<file path="config.mk">
export PLATFORM = sky130hd
export DESIGN_NAME = excp_ctrl
export DESIGN_NICKNAME = d
export VERILOG_FILES = /design/src/rtl/excp_ctrl.sv
export SDC_FILE = /design/constraint.sdc
export NUM_CORES = 1
export LEC_CHECK = 0
export ABC_AREA = 1
export CORE_AREA = 4 4 104 106
export CTS_CLUSTER_DIAMETER = 120
export DETAILED_ROUTE_END_ITERATION = 16
export DIE_AREA = 0 0 108 110
export GPL_ROUTABILITY_DRIVEN = 0
export PLACE_DENSITY = 0.66
export SLEW_MARGIN = 20
export SYNTH_ARGS = -nofsm -noshare
export SYNTH_HDL_FRONTEND = slang
export SYNTH_SLANG_ARGS = --single-unit
</file>
<file path="constraint.sdc">
create_clock -name clk -period 2.3 [get_ports clk]
set_clock_uncertainty 0.05 [all_clocks]
set_input_delay 0.46 -clock clk [delete_from_list [all_inputs] [get_ports clk]]
set_output_delay 0.46 -clock clk [all_outputs]
set_load 0.1 [all_outputs]
</file>
<file path="src/rtl/excp_ctrl.sv">
// excp_ctrl: exception/interrupt sequencer between the MEM stage and CP0.
// Picks one event per cycle (interrupt > syscall > eret), drives the CP0
// event code and EPC-capture PC, flushes the pipe with a redirect target,
// then stalls fetch for HOLD_CYCLES while the pipeline drains.
module excp_ctrl #(
    parameter logic [31:0] HANDLER_ADDR = 32'h0000_0020,
    parameter int unsigned HOLD_CYCLES  = 2
) (
    input  logic        clk,
    input  logic        rst,
    input  logic        mem_valid,
    input  logic [31:0] mem_pc,
    input  logic        mem_syscall,
    input  logic        mem_eret,
    input  logic        mem_cp0we,
    input  logic [4:0]  mem_cp0addr,
    input  logic [31:0] mem_cp0wdata,
    input  logic [31:0] status,
    input  logic [31:0] cause,
    input  logic [31:0] epc,
    input  logic        intimer,
    output logic [31:0] excptype,
    output logic [31:0] excp_pc,
    output logic        flush,
    output logic [31:0] new_pc,
    output logic        stall
);

    localparam logic [4:0]  ADDR_COMPARE = 5'd11;
    localparam logic [4:0]  ADDR_STATUS  = 5'd12;
    localparam logic [4:0]  ADDR_EPC     = 5'd14;
    localparam logic [31:0] CODE_INT     = 32'h0000_0004;
    localparam logic [31:0] CODE_SYS     = 32'h0000_0100;
    localparam logic [31:0] CODE_ERET    = 32'h0000_0200;
    localparam logic [3:0]  HOLD_INIT    = 4'(HOLD_CYCLES);

    typedef enum logic {IDLE, HOLD} state_t;

    state_t      state;
    logic [3:0]  hold_cnt;
    logic        timer_pend;
    logic        intimer_q;

    logic [31:0] eff_status;
    logic [31:0] eff_epc;
    logic        int_req;
    logic        can_take;
    logic        take_int;
    logic        take_sys;
    logic        take_eret;
    logic        event_taken;
    logic        unused_bits;

    // Forward an in-flight MTC0 to Status/EPC so it acts in the same cycle
    always_comb begin
        eff_status = (mem_cp0we && mem_cp0addr == ADDR_STATUS) ? mem_cp0wdata : status;
        eff_epc    = (mem_cp0we && mem_cp0addr == ADDR_EPC)    ? mem_cp0wdata : epc;
    end

    // Interrupt request and priority-resolved event selection
    always_comb begin
        int_req     = eff_status[0] && !eff_status[1] &&
                      (((cause[15:10] & eff_status[15:10]) != 6'd0) ||
                       (timer_pend && eff_status[15]));
        can_take    = !rst && (state == IDLE) && mem_valid;
        take_int    = can_take && int_req;
        take_sys    = can_take && !int_req && mem_syscall;
        take_eret   = can_take && !int_req && !mem_syscall && mem_eret;
        event_taken = take_int || take_sys || take_eret;
    end

    // Combinational CP0/front-end outputs for the current cycle
    always_comb begin
        excptype = '0;
        flush    = 1'b0;
        new_pc   = '0;
        excp_pc  = rst ? '0 : mem_pc;
        if (take_int) begin
            excptype = CODE_INT;
            flush    = 1'b1;
            new_pc   = HANDLER_ADDR;
        end else if (take_sys) begin
            excptype = CODE_SYS;
            flush    = 1'b1;
            new_pc   = HANDLER_ADDR;
        end else if (take_eret) begin
            excptype = CODE_ERET;
            flush    = 1'b1;
            new_pc   = eff_epc;
        end
    end

    // Timer pending latch: rising edge sets, taken interrupt or Compare write clears, set wins
    always_ff @(posedge clk) begin
        if (rst) begin
            timer_pend <= 1'b0;
            intimer_q  <= 1'b0;
        end else begin
            intimer_q <= intimer;
            if (intimer && !intimer_q)
                timer_pend <= 1'b1;
            else if (take_int || (mem_cp0we && mem_cp0addr == ADDR_COMPARE))
                timer_pend <= 1'b0;
        end
    end

    // IDLE/HOLD sequencer with registered stall covering the drain window
    always_ff @(posedge clk) begin
        if (rst) begin
            state    <= IDLE;
            hold_cnt <= '0;
            stall    <= 1'b0;
        end else begin
            case (state)
                IDLE: begin
                    if (event_taken) begin
                        state    <= HOLD;
                        hold_cnt <= HOLD_INIT;
                        stall    <= 1'b1;
                    end
                end
                HOLD: begin
                    if (hold_cnt <= 4'd1) begin
                        state    <= IDLE;
                        hold_cnt <= '0;
                        stall    <= 1'b0;
                    end else begin
                        hold_cnt <= hold_cnt - 4'd1;
                    end
                end
                default: begin
                    state    <= IDLE;
                    hold_cnt <= '0;
                    stall    <= 1'b0;
                end
            endcase
        end
    end

    // Status/Cause fields this block does not interpret
    assign unused_bits = ^{cause[31:16], cause[9:0], eff_status[31:16], eff_status[9:2]};

endmodule

</file>
# Yosys cells after proc, flatten, opt, wreduce, memory -nomap -nowiden
# Cells that the tools add are included.
[classes] bitwise=2 reduce_logical=26 n_mux=23 addsub=1 magnitude_cmp=1 eq_ne=5
[ops] cell="32-bit two-way mux" n=5
[ops] cell="10-bit two-way mux" n=3
[ops] cell="16-bit two-way mux" n=1
[ops] cell="5-bit by 4-bit == test with 1-bit output (second input constant)" n=3
[ops] cell="1-bit logical AND" n=14
[ops] cell="1-bit two-way mux" n=9
[ops] cell="4-bit two-way mux" n=2
[ops] cell="4-bit case mux with 2 select lines" n=1
[ops] cell="6-bit bitwise AND" n=1
[ops] cell="6-bit nonzero test" n=1
[ops] cell="1-bit logical NOT" n=5
[ops] cell="4-bit by 1-bit less-or-equal comparator with 1-bit output (second input constant)" n=1
[ops] cell="1-bit logical OR" n=4
[ops] cell="1-bit case mux with 2 select lines" n=2
[ops] cell="4-bit by 1-bit subtractor with 4-bit output (second input constant)" n=1
[ops] cell="2-bit by 1-bit != test with 1-bit output (second input constant)" n=1
[ops] cell="2-bit != test (second input constant)" n=1
[ops] cell="2-bit AND reduction" n=1
[ops] cell="2-bit nonzero test" n=1
[ops] cell="1-bit NOT" n=1
[totals] elab_cells=63 regBits=8 in_bits=172

# Logic depth before layout (Yosys ltp)
[depth] ltp_word=14 mapped_depth=15 depth_no_buf=14

# Least setup slack after synthesis
# Ideal clock, no wire load.
[synth_timing] path_type="input to output" startpoint="input port mem_cp0addr[1]" endpoint="output port new_pc[5]" path_slack_ns=-1.893 path_buffers=1 required_ns=1.790 arrival_ns=3.683 path_stages=14 cell_sequence="buf_4 nor2_8 nand3_4 nand2_1 nand2_1 nand2_1 nand2_1 nor2_1 nand2_1 nand2_2 nand2_1 nor2_1 nor2_1 o21ai_1"
[synth_via] elab_chain_cells=14 word_cells_on_any_way=22 classes_between="eq/ne (2); mux (5); bitwise (1); reduce/logical (14)"
[synth_lines] item="from (decl)" line="16" rtl="input logic [4:0] mem_cp0addr,"
[synth_lines] item="5-bit by 4-bit == test with 1-bit output" line="56" rtl="eff_status = (mem_cp0we && mem_cp0addr == ADDR_STATUS) ? mem_cp0wdata : status;"
[synth_lines] item="1-bit logical AND" line="56"
[synth_lines] item="16-bit two-way mux" line="56"
[synth_lines] item="6-bit bitwise AND" line="63" rtl="(((cause[15:10] & eff_status[15:10]) != 6'd0) ||"
[synth_lines] item="6-bit nonzero test" line="63"
[synth_lines] item="1-bit logical OR" line="63"
[synth_lines] item="1-bit logical AND" line="62" rtl="int_req = eff_status[0] && !eff_status[1] &&"
[synth_lines] item="1-bit logical NOT" line="67, 68"
[synth_lines] item="1-bit logical AND" line="67, 68"
[synth_lines] item="1-bit logical AND (2 in series)" line="68" rtl="take_eret = can_take && !int_req && !mem_syscall && mem_eret;"
[synth_lines] item="32-bit two-way mux" line="86" rtl="end else if (take_eret) begin"
[synth_lines] item="32-bit two-way mux" line="82" rtl="end else if (take_sys) begin"
[synth_lines] item="32-bit two-way mux (*)" line="78" rtl="if (take_int) begin"
[synth_lines] item="to (decl)" line="25" rtl="output logic [31:0] new_pc,"
# Mark *: on every way between the ends. The rest lies on a longest branch, timed or not.

# Final worst setup path
[layout_timing] startpoint="input port mem_cp0addr[4]" endpoint="output port new_pc[16]"
# The elaborated chain is that of the path after synthesis.

==> summary.txt <==
CP Class -> in -> out
largest net degree at the start of global routing -> 37
Total GRT Usage -> 14.0%
DIE AREA -> 11900 um2
mapped cell area -> 1830 um2
initial antenna violation count -> 1
WHS Path Cells -> 1
Max Clk Rate -> 377 MHz
final setup margin -> -0.350 ns
top cells by area, synth -> a21oi_2, buf_4, nand4_1
Nets -> 704
Mean Syn Cell Area -> 5.80 um2
sequential share of power -> 10.1%
vias per std cell -> 4.21
first-pass GRT wire length -> 13400 um
total placed cells including tap cells -> 649
Sw Share -> 54.2%
Avg WL per Cell -> 14.0 um
WP data required -> 1.79 ns
Netlist cell types -> 31
placed inst area -> 4950 um2
vias -> 2790
fin crit share -> 115%
max-slew violations -> 0
Die X-Extent -> 108 um
hold_sp -> intimer_q$_SDFF_PP0_
io pins -> 270
most numerous cell in the Yosys netlist -> nand2_1
Synth top area share -> 13.9%
fill cell count -> 877
failing checks -> negative setup slack
maxcap violations -> 0
top cells by count, synth -> nand2_1, inv_1, nor2_1
storage element area -> 160 um2
WHS -> 0.368 ns
Setup violations, final -> 36
Non-Filler Instances -> 662
CP endpoint kind -> primary output
worst r2r path cells -> 12
Hold WC Path Type -> reg -> reg
Root Driver -> clkbuf_8
Post-Synthesis Cells -> 316
Worst VDD drop -> 174 uV
Sink Count -> 8
TritonCTS buffer count -> 3
pwr dens -> 297 nW/um2
combinational share of power -> 79.2%
Clock Path Buffers -> 2
Tmin final -> 2.65 ns
Detailed Route Iter0 Violations -> 49
GRT Residual Overflow -> 0
Starting Density -> 18.8%
CP arrival -> 2.14 ns
H-tree level count -> 1
Clock Power Share -> 10.7%
synth warn -> 0
post-detail-place hpwl -> 7860 um
Internal -> 0.000715 W
CP startpoint -> mem_cp0addr[4]
# DRC -> 0
Worst Setup Start Kind -> input port
I/O Buffers -> 190
CTS tree -> done
ANT nets after route -> 0
Psw -> 0.000846 W
share of cells above drive strength 1 -> 39.8%
Final Hold Vio Count -> 0
register bit total from synthesis -> 8
multi-input logic area -> 1670 um2
CTS clock-pin slew for the worst setup and hold paths -> 0.04 ns
R2R Path Start -> timer_pend$_SDFFE_PP0P_
Design Area, Final -> 5250 um2
crit path max fanout -> 8
Die Span Y -> 110 um
cell taking the most area after synthesis -> a21oi_2
setup TNS -> -11.41 ns
RSZ-0062 raised after global routing -> yes
Pre-Repair DR Iteration Count -> 4
number of synthesized flops with an enable pin -> 0
asr flop ratio synth -> 0%
utilization after layout -> 53.7%
number of global-route vias before repair -> 2782
sequential share of the synthesized area -> 8.74%
core area -> 9770 um2
Area Overhead vs Synth -> 186%
Lkg Pwr -> 2.31 nW
run status -> finished, violations left
worst skew pair latency -> 0.23 ns
Post-synth top flop -> dfxtp_1
Rows -> 36
total routed wirelength -> 9290 um
sequential cells by signal, summed over array words and instances, names as in the netlist:
name,count
intimer_q,1
stall,1
state,1
timer_pend,1
hold_cnt,4
power by group through the flow:
| stage | Sequential [W] | Combinational (W) | Clock [W] |
|---|---|---|---|
| after CTS | 0.000157 | 0.00123 | 0.000171 |
| after global routing | 0.000158 | 0.00128 | 0.000177 |
| final | 0.000157 | 0.00124 | 0.000167 |
| after global placement | 0.000159 | 0.00119 | 0 |
| after detailed placement | 0.000159 | 0.00120 | 0 |
| after floorplan | 0.000169 | 0.000758 | 0 |
metal layers:
layer  share of wire (%)  global-route usage [%]
met1                  34                    14.1
met2                  54                    27.8
met3                  10                    4.14
met4                 1.9                    3.88
met5                   0                       0
final timing paths:
kind | end | slack, ns
max | new_pc[16] | -0.35
min | timer_pend$_SDFFE_PP0P_ | 0.37
max reg2reg | hold_cnt[2]$_SDFFE_PP0P_ | 0.60
min reg2reg | timer_pend$_SDFFE_PP0P_ | 0.37
cell usage in the layout, fill, tap and decap left out, types with 2 or more instances in the layout:
master           netlist  layout
a21oi_1                5       3
a21oi_4                0      31
buf_12                 0      71
buf_4                 32      33
buf_6                  3       8
buf_8                  0       4
clkbuf_8               0       3
clkdlybuf4s50_1        0     104
conb_1                 1      29
dfxtp_1                8       8
dlygate4sd2_1          0       8
dlymetal6s2s_1         0       2
ha_1                   2       2
inv_1                 55      52
inv_2                  2       4
nand2_1               56      47
nand2_2                1       6
nand2_4                0       4
nand3_1               12       6
nand3_2                0       6
nand4_1               34      34
nor2_1                40      10
nor2_2                 0      27
nor2_4                 0       3
o21ai_0                3       3
o21ai_1                3       2
xor2_1                 2       2
repair_timing:
action / in CTS / in global routing
cloned: 1 / 0
gates resized for setup: 65 / 18
pin swaps: 17 / 16
endpoints found under the setup margin: 42 / 36
hold buffers: 0 / 0
setup buffers: 6 / 3
hold endpoints to repair: 0 / 0
cell families after synthesis:
group / Yosys count / synth area share [%]
other cells: 1 / 0.205
flops: 8 / 8.74
mux: 1 / 0.546
compound gates: 45 / 19.2
simple gates: 149 / 39.1
fa+ha+maj: 2 / 1.36
xor+xnor: 2 / 0.956
buf+inv: 108 / 29.9
cell type report:
class | count | share of cell area (%)
Antenna cell | 1 | 0.0477
Inverter | 57 | 4.12
Tap cell | 133 | 3.17
Timing Repair Buffer | 232 | 57.0
Multi-Input combinational cell | 228 | 31.8
Clock buffer | 3 | 0.787
Sequential cell | 8 | 3.05
stage by stage:
stage                     power (W)  worst slack (ns)
final                       0.00156            -0.350
after global routing        0.00162            -0.437
after CTS                   0.00156            -0.370
after detailed placement    0.00136            -0.890
after global placement      0.00135            -0.833
after floorplan            0.000927            -0.447
critical path: stages:
cell,delay [ns]
buf_8,0.10
nor2_4,0.13
nand3_4,0.13
buf_6,0.15
nand2_1,0.05
nand2_1,0.05
nand2_1,0.05
nand2_1,0.05
inv_1,0.06
nand2_2,0.07
nand2_4,0.07
nand4_4,0.11
buf_12,0.17
buf_12,0.15
a21oi_4,0.14
buf_12,0.19
(Power assumes the default switching activity.)
